**config.mk**
```make
export PLATFORM = sky130hd
export DESIGN_NAME = sigma_pipe
export DESIGN_NICKNAME = d
export VERILOG_FILES = /design/src/rtl/sha_sigma_pkg.sv /design/src/rtl/sigma_terms.sv /design/src/rtl/sigma_pipe.sv
export SDC_FILE = /design/constraint.sdc
export NUM_CORES = 1
export LEC_CHECK = 0
export ABC_CLOCK_PERIOD_IN_PS = 1700
export BUFFER_PORTS_ARGS = -buffer_cell sky130_fd_sc_hd__buf_2
export CAP_MARGIN = 10
export CORE_MARGIN = 2
export CORE_UTILIZATION = 59
export CTS_CLUSTER_DIAMETER = 80
export DETAILED_ROUTE_END_ITERATION = 6
export GPL_ROUTABILITY_DRIVEN = 0
export GPL_TIMING_DRIVEN = 0
export PLACE_DENSITY = 0.91
export SYNTH_ARGS = -nofsm -noshare
export SYNTH_HDL_FRONTEND = slang
export SYNTH_SLANG_ARGS = --single-unit
```
**constraint.sdc**
```tcl
create_clock -name clk -period 1.7 [get_ports clk]
set_input_delay 0.255 -clock clk [delete_from_list [all_inputs] [get_ports clk]]
set_output_delay 0.255 -clock clk [all_outputs]
set_load 0.01 [all_outputs]
```
**src/rtl/sha_sigma_pkg.sv**
```systemverilog
// ---------------------------------------------------------------------------
// sha_sigma_pkg
// Shared definitions for the SHA-2 Sigma/sigma pipeline.
//   sigma_mode_e   : function select carried with each word
//   SIGMA_AMT_32   : rotate/shift amounts for the SHA-256 functions
//   SIGMA_AMT_64   : rotate/shift amounts for the SHA-512 functions
//   sigma_amount() : picks an amount from the table matching a word width
//   is_shift_term(): true for the term that is a logical shift, not a rotate
// Table rows follow sigma_mode_e order; columns are term 0, 1, 2.
// ---------------------------------------------------------------------------
package sha_sigma_pkg;

    typedef enum logic [1:0] {
        SIG0_BIG   = 2'd0,
        SIG1_BIG   = 2'd1,
        SIG0_SMALL = 2'd2,
        SIG1_SMALL = 2'd3
    } sigma_mode_e;

    localparam int SIGMA_AMT_32 [4][3] = '{
        '{ 2, 13, 22},
        '{ 6, 11, 25},
        '{ 7, 18,  3},
        '{17, 19, 10}
    };

    localparam int SIGMA_AMT_64 [4][3] = '{
        '{28, 34, 39},
        '{14, 18, 41},
        '{ 1,  8,  7},
        '{19, 61,  6}
    };

    // Any width other than 64 falls back to the SHA-256 table.
    function automatic int sigma_amount(input int width, input int mode, input int idx);
        if (width == 64) begin
            return SIGMA_AMT_64[mode][idx];
        end
        return SIGMA_AMT_32[mode][idx];
    endfunction

    // The small sigma functions replace their third rotate with a shift.
    function automatic bit is_shift_term(input int mode, input int idx);
        return (mode >= 2) && (idx == 2);
    endfunction

endpackage

```
**src/rtl/sigma_terms.sv**
```systemverilog
// ---------------------------------------------------------------------------
// sigma_terms
// Combinational generator of the three terms of the selected SHA-2 Sigma or
// sigma function. The caller XORs the terms together.
// Parameters:
//   WIDTH : word width, 32 (SHA-256) or 64 (SHA-512)
// Ports:
//   mode  : in  function select
//   word  : in  operand word
//   term0 : out first rotated term
//   term1 : out second rotated term
//   term2 : out third term (rotate for Sigma, shift for sigma)
// ---------------------------------------------------------------------------
module sigma_terms
    import sha_sigma_pkg::*;
#(
    parameter int WIDTH = 32
) (
    input  sigma_mode_e      mode,
    input  logic [WIDTH-1:0] word,
    output logic [WIDTH-1:0] term0,
    output logic [WIDTH-1:0] term1,
    output logic [WIDTH-1:0] term2
);

    logic [WIDTH-1:0] cand [4][3];

    // All amounts are elaboration-time constants, so every candidate term is
    // just wiring; the mode only drives the final multiplexer.
    for (genvar m = 0; m < 4; m++) begin : g_mode
        for (genvar i = 0; i < 3; i++) begin : g_term
            localparam int AMT = sigma_amount(WIDTH, m, i);
            if (is_shift_term(m, i)) begin : g_shr
                assign cand[m][i] = word >> AMT;
            end else begin : g_rotr
                assign cand[m][i] = {word[AMT-1:0], word[WIDTH-1:AMT]};
            end
        end
    end

    always_comb begin
        term0 = cand[mode][0];
        term1 = cand[mode][1];
        term2 = cand[mode][2];
    end

endmodule

```
**src/rtl/sigma_pipe.sv**
```systemverilog
// ---------------------------------------------------------------------------
// sigma_pipe
// Two-stage valid/ready pipeline computing SHA-2 Sigma0/Sigma1/sigma0/sigma1.
// S1 holds the three mode-resolved terms and the tag, S2 holds their XOR and
// the tag. Results leave in acceptance order, one per cycle when unstalled.
// Parameters:
//   WIDTH : word width, 32 (SHA-256) or 64 (SHA-512)
//   TAG_W : width of the sideband tag returned with each result
// Ports:
//   clk       : in  clock, rising edge
//   reset     : in  synchronous active-high reset
//   in_valid  : in  input word present
//   in_ready  : out input word accepted this cycle
//   in_mode   : in  0=Sigma0 1=Sigma1 2=sigma0 3=sigma1
//   in_data   : in  operand word
//   in_tag    : in  sideband tag
//   out_valid : out result present
//   out_ready : in  consumer takes the result
//   out_data  : out result word, zero when out_valid is low
//   out_tag   : out result tag, zero when out_valid is low
// ---------------------------------------------------------------------------
module sigma_pipe
    import sha_sigma_pkg::*;
#(
    parameter int WIDTH = 32,
    parameter int TAG_W = 4
) (
    input  logic             clk,
    input  logic             reset,
    input  logic             in_valid,
    output logic             in_ready,
    input  logic [1:0]       in_mode,
    input  logic [WIDTH-1:0] in_data,
    input  logic [TAG_W-1:0] in_tag,
    output logic             out_valid,
    input  logic             out_ready,
    output logic [WIDTH-1:0] out_data,
    output logic [TAG_W-1:0] out_tag
);

    logic [WIDTH-1:0] term0;
    logic [WIDTH-1:0] term1;
    logic [WIDTH-1:0] term2;

    logic             s1_valid;
    logic [WIDTH-1:0] s1_term0;
    logic [WIDTH-1:0] s1_term1;
    logic [WIDTH-1:0] s1_term2;
    logic [TAG_W-1:0] s1_tag;

    logic             s2_valid;
    logic [WIDTH-1:0] s2_data;
    logic [TAG_W-1:0] s2_tag;

    logic             s1_adv;
    logic             s2_adv;

    sigma_terms #(
        .WIDTH (WIDTH)
    ) u_terms (
        .mode  (sigma_mode_e'(in_mode)),
        .word  (in_data),
        .term0 (term0),
        .term1 (term1),
        .term2 (term2)
    );

    // A stage moves when it is empty or the stage after it is moving, so the
    // stall from out_ready ripples back to in_ready in the same cycle.
    // in_ready is forced high in reset; anything taken then is cleared by
    // the reset itself.
    always_comb begin
        s2_adv   = !s2_valid || out_ready;
        s1_adv   = !s1_valid || s2_adv;
        in_ready = reset || s1_adv;
    end

    // Stage 1: capture the mode-resolved terms, so a later mode change never
    // affects a word already accepted.
    always_ff @(posedge clk) begin
        if (reset) begin
            s1_valid <= 1'b0;
            s1_term0 <= '0;
            s1_term1 <= '0;
            s1_term2 <= '0;
            s1_tag   <= '0;
        end else if (s1_adv) begin
            s1_valid <= in_valid;
            s1_term0 <= term0;
            s1_term1 <= term1;
            s1_term2 <= term2;
            s1_tag   <= in_tag;
        end
    end

    // Stage 2: fold the terms into the result.
    always_ff @(posedge clk) begin
        if (reset) begin
            s2_valid <= 1'b0;
            s2_data  <= '0;
            s2_tag   <= '0;
        end else if (s2_adv) begin
            s2_valid <= s1_valid;
            s2_data  <= s1_term0 ^ s1_term1 ^ s1_term2;
            s2_tag   <= s1_tag;
        end
    end

    // Outputs are masked to zero when idle and during reset, so nothing stale
    // is visible before the registers have cleared.
    always_comb begin
        out_valid = s2_valid && !reset;
        out_data  = out_valid ? s2_data : '0;
        out_tag   = out_valid ? s2_tag  : '0;
    end

endmodule

```
# Word level (Yosys, flattened, before mapping)
# Cells that the tools add are included.
[op_classes]
addsub = 0
mul = 0
div = 0
order_cmp = 1
n_eq_ne = 0
shift = 0
n_mux = 5
bitwise = 3
reduce_logical = 7
[ops]
columns = ["cell", "count"]
rows = [
  ["binary-select mux 96 bit (select 2 bit)", 1],
  ["two-way mux 96 bit", 2],
  ["XOR 32 bit", 2],
  ["two-way mux 32 bit", 1],
  ["two-way mux 4 bit", 1],
  ["greater-or-equal comparator 3 bit, second input constant", 1],
  ["zero test 1 bit", 3],
  ["logical OR 1 bit", 3],
  ["inverter 2 -> 3 bit", 1],
  ["logical AND 1 bit", 1],
]
[totals]
ff_bits = 138
latch_bits = 0
ramBits = 0
rom_bits = 0
input_bits = 42
word_cells = 24
n_memories = 0

# Depth between registers and ports, before layout
[logic_depth]
word_depth = 4
mapped_depth = 6
depth_no_buf = 3

# Hierarchy
# A second synthesis with hierarchy kept.
[unflattened]
hier_cells = 797
area_unflattened_um2 = 7890.1
[by_module_without_submodules]
columns = ["mod", "instances", "cells_per_inst", "area_per_inst_um2", "seq_area_each_um2"]
rows = [
  ["sigma_pipe", 1, 635, 5434.0, 2762.6],
  ["sigma_terms", 1, 162, 2456.1, 0.0],
]

# Least setup slack after synthesis
# No wires, ideal clock.
[synth_path]
kind = "reg2out"
start = "register s2_valid"
end = "output out_data[25]"
t_arrival_ps = 1149
slack_ps = 296
stages_incl_launch_ff = 5
n_path_buf = 2
path_cell_list = "dfxtp_1 -> nor2b_1 -> clkbuf_1 -> clkbuf_1 -> and2_1"
[synth_between]
elab_chain_cells = 2
[synth_rtl]
columns = ["item", "line_no", "rtl"]
rows = [
  ["start, declared", "sigma_pipe.sv:51", "logic s2_valid;"],
  ["start signal, assigned", "sigma_pipe.sv:103", "s2_valid <= s1_valid;"],
  ["logical AND 1 bit", "sigma_pipe.sv:112", "out_valid = s2_valid && !reset;"],
  ["via out_valid", "sigma_pipe.sv:35", "output logic out_valid,"],
  ["two-way mux 32 bit", "sigma_pipe.sv:113", "out_data = out_valid ? s2_data : '0;"],
  ["end, declared", "sigma_pipe.sv:37", "output logic [WIDTH-1:0] out_data,"],
]
# The timed path passes the listed nets, and every way through them passes these cells.

# Final worst setup path
[layout_path]
start = "register s2_valid"
end = "output out_tag[2]"
[layout_between]
elab_chain_cells = 2
[layout_rtl]
columns = ["item", "line_no", "rtl"]
rows = [
  ["logical AND 1 bit", "sigma_pipe.sv:112", ""],
  ["two-way mux 4 bit", "sigma_pipe.sv:114", "out_tag = out_valid ? s2_tag : '0;"],
  ["end, declared", "sigma_pipe.sv:38", "output logic [TAG_W-1:0] out_tag"],
]
# Every way passes these cells.

==> flow_metrics.py <==
metrics = {
    "run_status": {
        "status": "complete, but fails checks",
        "failed_checks": "design-rule violations, negative setup slack",
    },
    "grt": {
        "first_global_vias": 6616,
        "grt_first_pass_wirelength_um": 38800,
        "grt_use_total_pct": 39.7,
        "grt_max_degree": 17,
        "antenna_found_initial": 0,
        "overflow": 0,
    },
    "worst_setup_path": {
        "cp_data_arrival_time_ns": 1.53,
        "path_max_fanout": 8,
        "slowest_delay_ns": 0.33,
        "critPathRequiredTime_ns": 1.44,
        "start_kind": "flop",
        "path_class": "reg2out",
        "path_cells": "nor2b_4 > clkbuf_16 > buf_6 > and2_1 > buf_2",
        "critPathCaptureType": "output pin",
        "slowest_stage": "dfxtp_2",
    },
    "detailed_routing": {
        "drt_wl_total_um": 25800,
        "drtAntennaViolNets": 0,
        "drt_iter0_drc": 1200,
        "firstDrtPassIters": 7,
        "wire_per_inst_um": 29.7,
        "viasPerCell": 7.37,
        "remaining_drc_errors": 6,
        "num_vias": 6423,
    },
    "clock_tree": {
        "clk_root_buffer_cell": "clkbuf_16",
        "clockBufferDepth": 2,
        "cts.sinks": 138,
        "cts_tree": "yes",
        "clk_pin_slew_worst_paths_ns": 0.06,
        "numCtsBuffers": 17,
        "htreeDepth": 4,
        "clock_latency_ns": 0.42,
    },
    "synth": {
        "synth-warning-count": 0,
        "synth_edf_count": 0,
        "syn_area_per_cell_um2": 12.8,
        "netlist_area_um2": 7470,
        "syn-num-nets": 626,
        "synth_seq_cells": 138,
        "ys.flop_type": "dfxtp_1",
        "yosys.cell_types.count": 23,
        "synthCells": 584,
        "seq_area_frac_synth_pct": 37.0,
        "synth-async-reset-ratio_pct": 0,
    },
    "power_and_ir_drop": {
        "power_leakage_nw": 3.69,
        "pwr_density_cell_nw_per_um2": 1020,
        "worst_ir_drop_vdd_mv": 0.652,
    },
    "timing": {
        "min_period_ns": 1.79,
        "setup_violations": 29,
        "slew_headroom_pct": 48.5,
        "clock_skew_ns": 0.00608,
        "finalWorstSetupSlack_ns": -0.0870,
        "timing.final.max_slew_violations": 0,
        "tightest_slew_ns": 0.773,
        "fin_crit_sh_pct": 105,
        "fmax_ghz": 0.560,
        "finalSetupTns_ns": -1.02,
        "rsz0062_at_grt": "yes",
        "hold_viol_final": 0,
    },
    "floorplanning": {
        "io_pins": 80,
        "rows": 41,
        "core_region_area_um2": 12500,
        "fp.dieH_um": 117,
        "dieArea_um2": 13600,
        "die_w_um": 117,
        "initial_core_util_pct": 59.9,
    },
    "cells_and_area": {
        "drive_gt1_share_pct": 40.6,
        "post-route-util_pct": 72.4,
        "syn2layout_area_growth_pct": 20.8,
        "antenna_cells": 0,
        "layout.nets": 729,
    },
    "place": {
        "place.detailed.hpwl_um": 15000,
        "port_buffers": 77,
    },
    "job": {
        "maxCapViolations": 0,
    },
    "hold_path": {
        "hold_class": "in2reg",
    },
}
==> synthesized netlist by cell type (all sizes together) (2+ instances only) <==
cell type	n	area, um^2
nor2b	4	25.0
buf	49	382
clkbuf	36	135
and2	36	225
nand2	5	18.8
o31ai	3	22.5
nor2	7	26.3
mux2i	14	140
dfxtp	138	2760
inv	2	7.50
xnor2	64	561
o2bb2ai	5	43.8
o22ai	2	12.5
mux4	86	1940
a22o	129	1130
==> worst paths after layout <==
path,from,end,slack [ns],depth (start not counted)
setup / recovery,s2_valid,out_tag[2],-0.09,5
hold / removal,in_tag[0],s1_tag[0],0.06,2
setup reg to reg,s2_valid,s1_term1[30],0.01,6
hold reg to reg,s2_data[3],s2_data[3],0.48,1
==> registers in the layout, summed over array words and instances, names as in the netlist <==
name	cells
s1_tag	4
s1_term0	32
s1_term1	32
s1_term2	32
s1_valid	1
s2_data	32
s2_tag	4
s2_valid	1
==> cell type report <==
class / count / area, um^2
Buffer: 84 / 597
Clock buffer: 20 / 457
Clock inverter: 11 / 120
Fill cell: 719 / 3440
Inverter: 2 / 7.51
Multi-Input combinational cell: 359 / 4250
Sequential cell: 138 / 2770
Tap cell: 172 / 215
Timing Repair Buffer: 85 / 611
==> through the flow <==
step / std cells / instance area (um^2) / power (mW) / hold slack (ns) / setup WS [ns]
2_1_floorplan: 584 / 7470 / 4.94 / 0.381 / 0.296
3_3_place_gp: 833 / 8070 / 5.30 / 0.452 / -0.136
3_5_place_dp: 833 / 8070 / 5.38 / 0.455 / -0.223
4_1_cts: 872 / 9010 / 9.03 / 0.0441 / -0.0615
5_1_grt: 871 / 9020 / 9.40 / 0.0461 / -0.132
6_report: 871 / 9020 / 9.22 / 0.0581 / -0.0870
==> logic make-up (layout without fill, tap and decap cells) <==
| logic type | after synthesis | count (layout) | share of synthesized area, % |
|---|---|---|---|
| buffers and inverters | 87 | 202 | 7.02 |
| DFF | 138 | 138 | 37.0 |
| AOI/OAI and AO/OA | 142 | 142 | 16.6 |
| xor gates and xnor gates | 64 | 64 | 7.50 |
| muxes | 100 | 100 | 27.8 |
| and+or+nand+nor | 53 | 53 | 4.12 |
==> cell usage in the layout, fill, tap and decap left out, drive strengths merged <==
cell type    n
nand2        5
xnor2       64
o31ai        3
nor2b        4
clkbuf      58
a21oi        1
clkinv       4
dfxtp      138
mux4        86
a22o       129
and2        36
mux2i       14
nor2         7
bufinv       2
o2bb2ai      5
o22ai        2
clkinvlp     3
a21o         1
inv          4
o21ai        1
buf        131
and4bb       1
==> layer usage <==
metal / global-route usage (%) / vias to the layer above / part of all wire (%)
met5: 0 / - / 0
met4: 29.8 / 0 / 9.7
met3: 18.8 / 264 / 15
met2: 60.5 / 737 / 44
met1: 43.2 / 2967 / 31
li1: - / 2455 / -
==> repair_timing <==
action,in CTS,in global routing
pin swaps,26,0
gates resized for setup,68,9
hold buffers,0,0
setup buffers,4,0
setup endpoints to repair,38,105
cloned,4,0
==> where the power goes <==
| group | total (mW) | internal [mW] | leakage (nW) | switching, mW |
|---|---|---|---|---|
| clock network | 3.67 | 2.23 | 0.278 | 1.45 |
| registers | 3.78 | 3.55 | 1.15 | 0.234 |
| logic | 1.76 | 0.902 | 2.26 | 0.859 |
| total | 9.22 | 6.68 | 3.69 | 2.54 |
==> critical path, delay by kind of cell (launching register included) <==
kind | cells | cell delay [ns]
simple gates | 2 | 0.32
flops | 1 | 0.33
buf+inv | 3 | 0.46
(Power assumes the default switching activity.)
